`src/rtl/wb_regfile.sv`:
```
// MIPS write-back stage and architectural register file.
// Selects the write-back value, commits it to 31 GPRs plus HI/LO, and serves two ID read ports with write-through.
module wb_regfile (
  input  logic        CLK,
  input  logic        RSTn,
  input  logic [31:0] PCPlus4,
  input  logic [31:0] data,
  input  logic [31:0] ALURes,
  input  logic [31:0] Wlo,
  input  logic [4:0]  WAddr,
  input  logic [1:0]  whatToReg,
  input  logic        regWrite,
  input  logic [1:0]  move,
  input  logic [4:0]  RAddr1,
  input  logic [4:0]  RAddr2,
  output logic [31:0] RData1,
  output logic [31:0] RData2,
  output logic [31:0] WBData,
  output logic [31:0] HIo,
  output logic [31:0] LOo
);

  typedef enum logic [1:0] {
    SEL_ALU = 2'b00,
    SEL_MEM = 2'b01,
    SEL_PC  = 2'b10,
    SEL_LO  = 2'b11
  } wb_sel_e;

  typedef enum logic [1:0] {
    MV_NONE = 2'b00,
    MV_LO   = 2'b01,
    MV_HILO = 2'b10,
    MV_HI   = 2'b11
  } move_e;

  // Register 0 has no storage; it is synthesised as a constant zero on the read path.
  logic [31:0] regs_q [1:31];
  logic [31:0] hi_q, hi_d;
  logic [31:0] lo_q, lo_d;
  logic        gpr_we;

  // NOTE: every always_comb output gets a default first so no path can infer a latch.
  always_comb begin
    WBData = ALURes;
    case (wb_sel_e'(whatToReg))
      SEL_ALU: WBData = ALURes;
      SEL_MEM: WBData = data;
      SEL_PC:  WBData = PCPlus4;
      SEL_LO:  WBData = lo_q;
      default: WBData = ALURes;
    endcase
  end

  always_comb begin
    hi_d = hi_q;
    lo_d = lo_q;
    case (move_e'(move))
      MV_NONE: ;
      MV_LO:   lo_d = Wlo;
      MV_HILO: begin
        hi_d = ALURes;
        lo_d = Wlo;
      end
      MV_HI:   hi_d = ALURes;
      default: ;
    endcase
  end

  // Same qualifier gates both the commit and the bypass, so reset suppresses both.
  assign gpr_we = RSTn && regWrite && (WAddr != 5'd0);

  assign RData1 = (gpr_we && (RAddr1 == WAddr)) ? WBData :
                  (RAddr1 == 5'd0)              ? 32'd0  : regs_q[RAddr1];
  assign RData2 = (gpr_we && (RAddr2 == WAddr)) ? WBData :
                  (RAddr2 == 5'd0)              ? 32'd0  : regs_q[RAddr2];

  assign HIo = hi_q;
  assign LOo = lo_q;

  // NOTE: sequential state uses non-blocking assignments only; the array is
  // explicitly cleared on reset because software relies on zeroed GPRs.
  always_ff @(posedge CLK) begin
    if (!RSTn) begin
      for (int i = 1; i < 32; i++) regs_q[i] <= 32'd0;
      hi_q <= 32'd0;
      lo_q <= 32'd0;
    end else begin
      if (gpr_we) regs_q[WAddr] <= WBData;
      hi_q <= hi_d;
      lo_q <= lo_d;
    end
  end

endmodule

```
`config.mk`:
```
export PLATFORM = sky130hd
export DESIGN_NAME = wb_regfile
export DESIGN_NICKNAME = d
export VERILOG_FILES = /design/src/rtl/wb_regfile.sv
export SDC_FILE = /design/constraint.sdc
export NUM_CORES = 2
export LEC_CHECK = 0
export ABC_AREA = 0
export CAP_MARGIN = 5
export CORE_ASPECT_RATIO = 1.25
export CORE_MARGIN = 3
export CORE_UTILIZATION = 60
export DETAILED_ROUTE_END_ITERATION = 10
export PLACE_DENSITY_LB_ADDON = 0.1
export SLEW_MARGIN = 20
export SYNTH_ARGS = -nofsm -noshare
export SYNTH_HDL_FRONTEND = slang
export SYNTH_SLANG_ARGS = --single-unit
export TNS_END_PERCENT = 100
```
`constraint.sdc`:
```
create_clock -name CLK -period 3.21 [get_ports CLK]
set_input_delay 0.4815 -clock CLK [delete_from_list [all_inputs] [get_ports CLK]]
set_output_delay 0.4815 -clock CLK [all_outputs]
set_load 0.02 [all_outputs]
```
==> summary.md <==
| Metric | Value |
|---|---|
| Outcome | finished with violations |
| Failing checks | setup timing |
| Routability congestion estimate | ~0.96 |
| Final setup violation count | 1 |
| Combined flip-flop and latch cell area | between 30000 and 40000 um2 |
| CTS tree | yes |
| Placed cell count | ~6000 |
| Total Routing Usage GR | 0.437 |
| Core footprint | 93400 um2 |
| Most used flip-flop cell after synthesis | sky130_fd_sc_hd__edfxtp_1 |
| Commonest non-fill, non-tap cells in the layout | sky130_fd_sc_hd__nor2_1 (1024), sky130_fd_sc_hd__edfxtp_1 (1024), sky130_fd_sc_hd__buf_4 (486) |
| Critical path launch point type | flop |
| Leakage | 27.0 nW |
| Post-place instance area | roughly 65000 um2 |
| Final period utilization | 1.00 |
| Die Wd | 281 um |
| Number of distinct library cells after synthesis | 52 |
| Remaining routing DRC violations | 0 |
| Number of vias per cell | ~7 |
| Max-cap violation count | 0 |
| Post-place setup slack | -0.544 ns |
| Share of post-route cells with drive strength above 1 | 0.286 |
| Pins over their slew limit | 0 |
| Total power density per cell area | 507 nW/um2 |
| Vertical extent of the die | 350 um |
| CTS buffer count | 107 |
| Sequential cell area fraction in the yosys report | 0.564 |
| Vias in the first global route | 44400 |
| Number of instances in the synthesized netlist | about 4400 |
| Min-Delay Startpoint | ALURes[6] |
| Boundary pin count | slightly above 300 |
| Sum of net half-perimeters after detailed placement | ~140000 um |
| Worst hold margin | between 0.3 and 0.4 ns |
| Post-Layout Inst Area | 69400 um2 |
| Worst R2R Start | LOo[4] |
| Fin cells | approximately 6300 |
| Antenna violations before repair | 10 |
| ANT nets after route | 0 |
| Crit path setup slack, layout | -0.0118 ns |
| H-tree depth | 3 |
| Clk_lat worst skew | 0.72 ns |
| Setup repair after global routing missed its margin | true |
| Die ar. | between 90000 and 100000 um2 |
| Combined area of the multi-input logic cells | ~24000 um2 |
| #FFs+latches synth | 1088 |
| Aggregate routed wire length | around 220000 um |
| Std cell rows | between 100 and 150 |
| Maximum number of pins on one net before global-route repair | between 50 and 60 |
| Worst endpoint required time | between 2 and 3 ns |
| Area growth from synthesis to layout | 22.1% |
| # hold bufs at CTS | 0 |
| Fillcell total | around 6000 |
| Type of destination of the critical path | output port |
| CP Launch Point | regs_q[10][0] |
| Clock transition at the registers of the reported paths | ~0.07 ns |
| Mean area per synthesized cell | between 10 and 15 um2 |
| Routed length per instance | ~35 um |
| Initial cell density of the core | 0.609 |
| IR drop worst, VDD | just under 0.0005 V |
| Initial drt markers | around 6700 |
| Final Critical Period | approximately 3.2 ns |
| Number of clock sinks | around 1100 |
| Total Nets Final | ~5000 |
| First-pass DRT Iterations | 6 |
| Worst Tran Pin Value | 0.802 ns |
| Max transition margin | 0.465 |
| Highest achievable clock rate | approximately 0.31 GHz |
| Maximum net fanout on the critical path | 2 |
| Class of the tightest hold or removal check | in2reg |
| Buffer type at the clock tree root | sky130_fd_sc_hd__clkbuf_16 |
| Worst path arrival time | between 2 and 3 ns |
| First-pass GRT wire length | between 300000 and 400000 um |
| Worst Path Class, Setup | reg2out |
| Sum of overflow across all layers after global routing | 0 |
| Synth Cell Area | about 57000 um2 |
| Vias post-DR | ~45000 |
| Setup total negative slack | -0.0118 ns |
| PnR Total Power | about 35 mW |
| Count of input and output buffers | 309 |
| Worst clock skew on the final layout | between 0.02 and 0.03 ns |
| Share of flip-flops with an asynchronous set or reset | 0 |
| Clock Path Buffers | 3 |
| Number of flops mapped to enable cells by yosys | 1024 |
| Finished Core Util | 0.743 |
| Synthesis Warnings | 0 |
| Number of hold violations in the final report | 0 |
## state kept, by name, summed over array words and instances (netlist names)
name	count
HIo	32
LOo	32
regs_q	1024
## critical path: stages, from the launching register on
cell and delay, ns:
sky130_fd_sc_hd__edfxtp_1 0.41, sky130_fd_sc_hd__mux4_2 0.49, sky130_fd_sc_hd__mux2_2 0.31, sky130_fd_sc_hd__a221oi_4 0.36, sky130_fd_sc_hd__o22ai_1 0.16, sky130_fd_sc_hd__clkdlybuf4s15_1 0.31
## metal layers
metal  routed length (um)  vias up  GRT usage
li1                     -    17700          -
met1                69300    21800      0.525
met2                97700     4020      0.672
met3                32600     1043      0.152
met4                17800       12      0.294
met5                   71        -          0
## layout make-up
type	instances	share of cell area
Antenna cell	6	0.000216
Clock buffer	129	0.0401
Clock inverter	62	0.00794
Inverter	33	0.00179
Multi-Input combinational cell	2836	0.339
Sequential cell	1088	0.462
Tap cell	1206	0.0218
Timing Repair Buffer	895	0.127
## cells in the mapped netlist (25+ instances only)
cell / n / area, um2
sky130_fd_sc_hd__a21boi_0: 32 / 240
sky130_fd_sc_hd__a21oi_1: 77 / 385
sky130_fd_sc_hd__a221o_1: 61 / 611
sky130_fd_sc_hd__a221oi_1: 69 / 604
sky130_fd_sc_hd__a22oi_1: 56 / 420
sky130_fd_sc_hd__buf_2: 166 / 831
sky130_fd_sc_hd__buf_4: 28 / 210
sky130_fd_sc_hd__clkbuf_1: 239 / 897
sky130_fd_sc_hd__dfxtp_1: 64 / 1280
sky130_fd_sc_hd__edfxtp_1: 1024 / 30700
sky130_fd_sc_hd__inv_1: 33 / 124
sky130_fd_sc_hd__mux2_2: 198 / 2230
sky130_fd_sc_hd__mux2i_1: 466 / 4660
sky130_fd_sc_hd__mux4_2: 292 / 6580
sky130_fd_sc_hd__nand2_1: 211 / 792
sky130_fd_sc_hd__nor2_1: 1028 / 3860
sky130_fd_sc_hd__nor2b_1: 40 / 250
sky130_fd_sc_hd__o21ai_1: 32 / 160
sky130_fd_sc_hd__o221ai_1: 34 / 298
sky130_fd_sc_hd__o22ai_1: 66 / 413
sky130_fd_sc_hd__o2bb2ai_1: 25 / 219
## power by group
part / total (mW) / internal (mW) / leakage (nW) / switching [mW]
Sequential: 16.5 / 16.1 / 10.9 / 0.352
Combinational: 6.30 / 2.61 / 14.5 / 3.69
Clock: 12.4 / 6.86 / 1.63 / 5.50
Total: 35.1 / 25.6 / 27.0 / 9.55
## kinds of logic (layout without fill, tap and decap cells)
logic type	Yosys count	in the layout	synth area share
AO/OA/AOI/OAI	502	502	0.0659
XOR/XNOR	10	10	0.00154
adder cells (fa/ha/maj)	2	2	0.000440
buffers and inverters	493	1119	0.0391
flip-flops	1088	1088	0.564
multiplexers	956	956	0.237
other	1	38	0.0000660
AND/OR/NAND/NOR	1334	1334	0.0923
## final timing paths
path	depth (start not counted)	slack (ns)	end
max	5	-0.01	RData2[0]
min	3	0.38	HIo[6]
max reg2reg	5	1.43	regs_q[28][4]
min reg2reg	2	0.46	HIo[4]
## what timing repair did
| action | in CTS | in global routing |
|---|---|---|
| buffers inserted | 18 | 8 |
| endpoints found under the hold margin | 0 | 0 |
| setup endpoints to repair | 63 | 48 |
| pin swaps | 13 | 13 |
| gates cloned | 3 | 0 |
| gates resized for setup | 149 | 82 |
(Power assumes the default switching activity.)
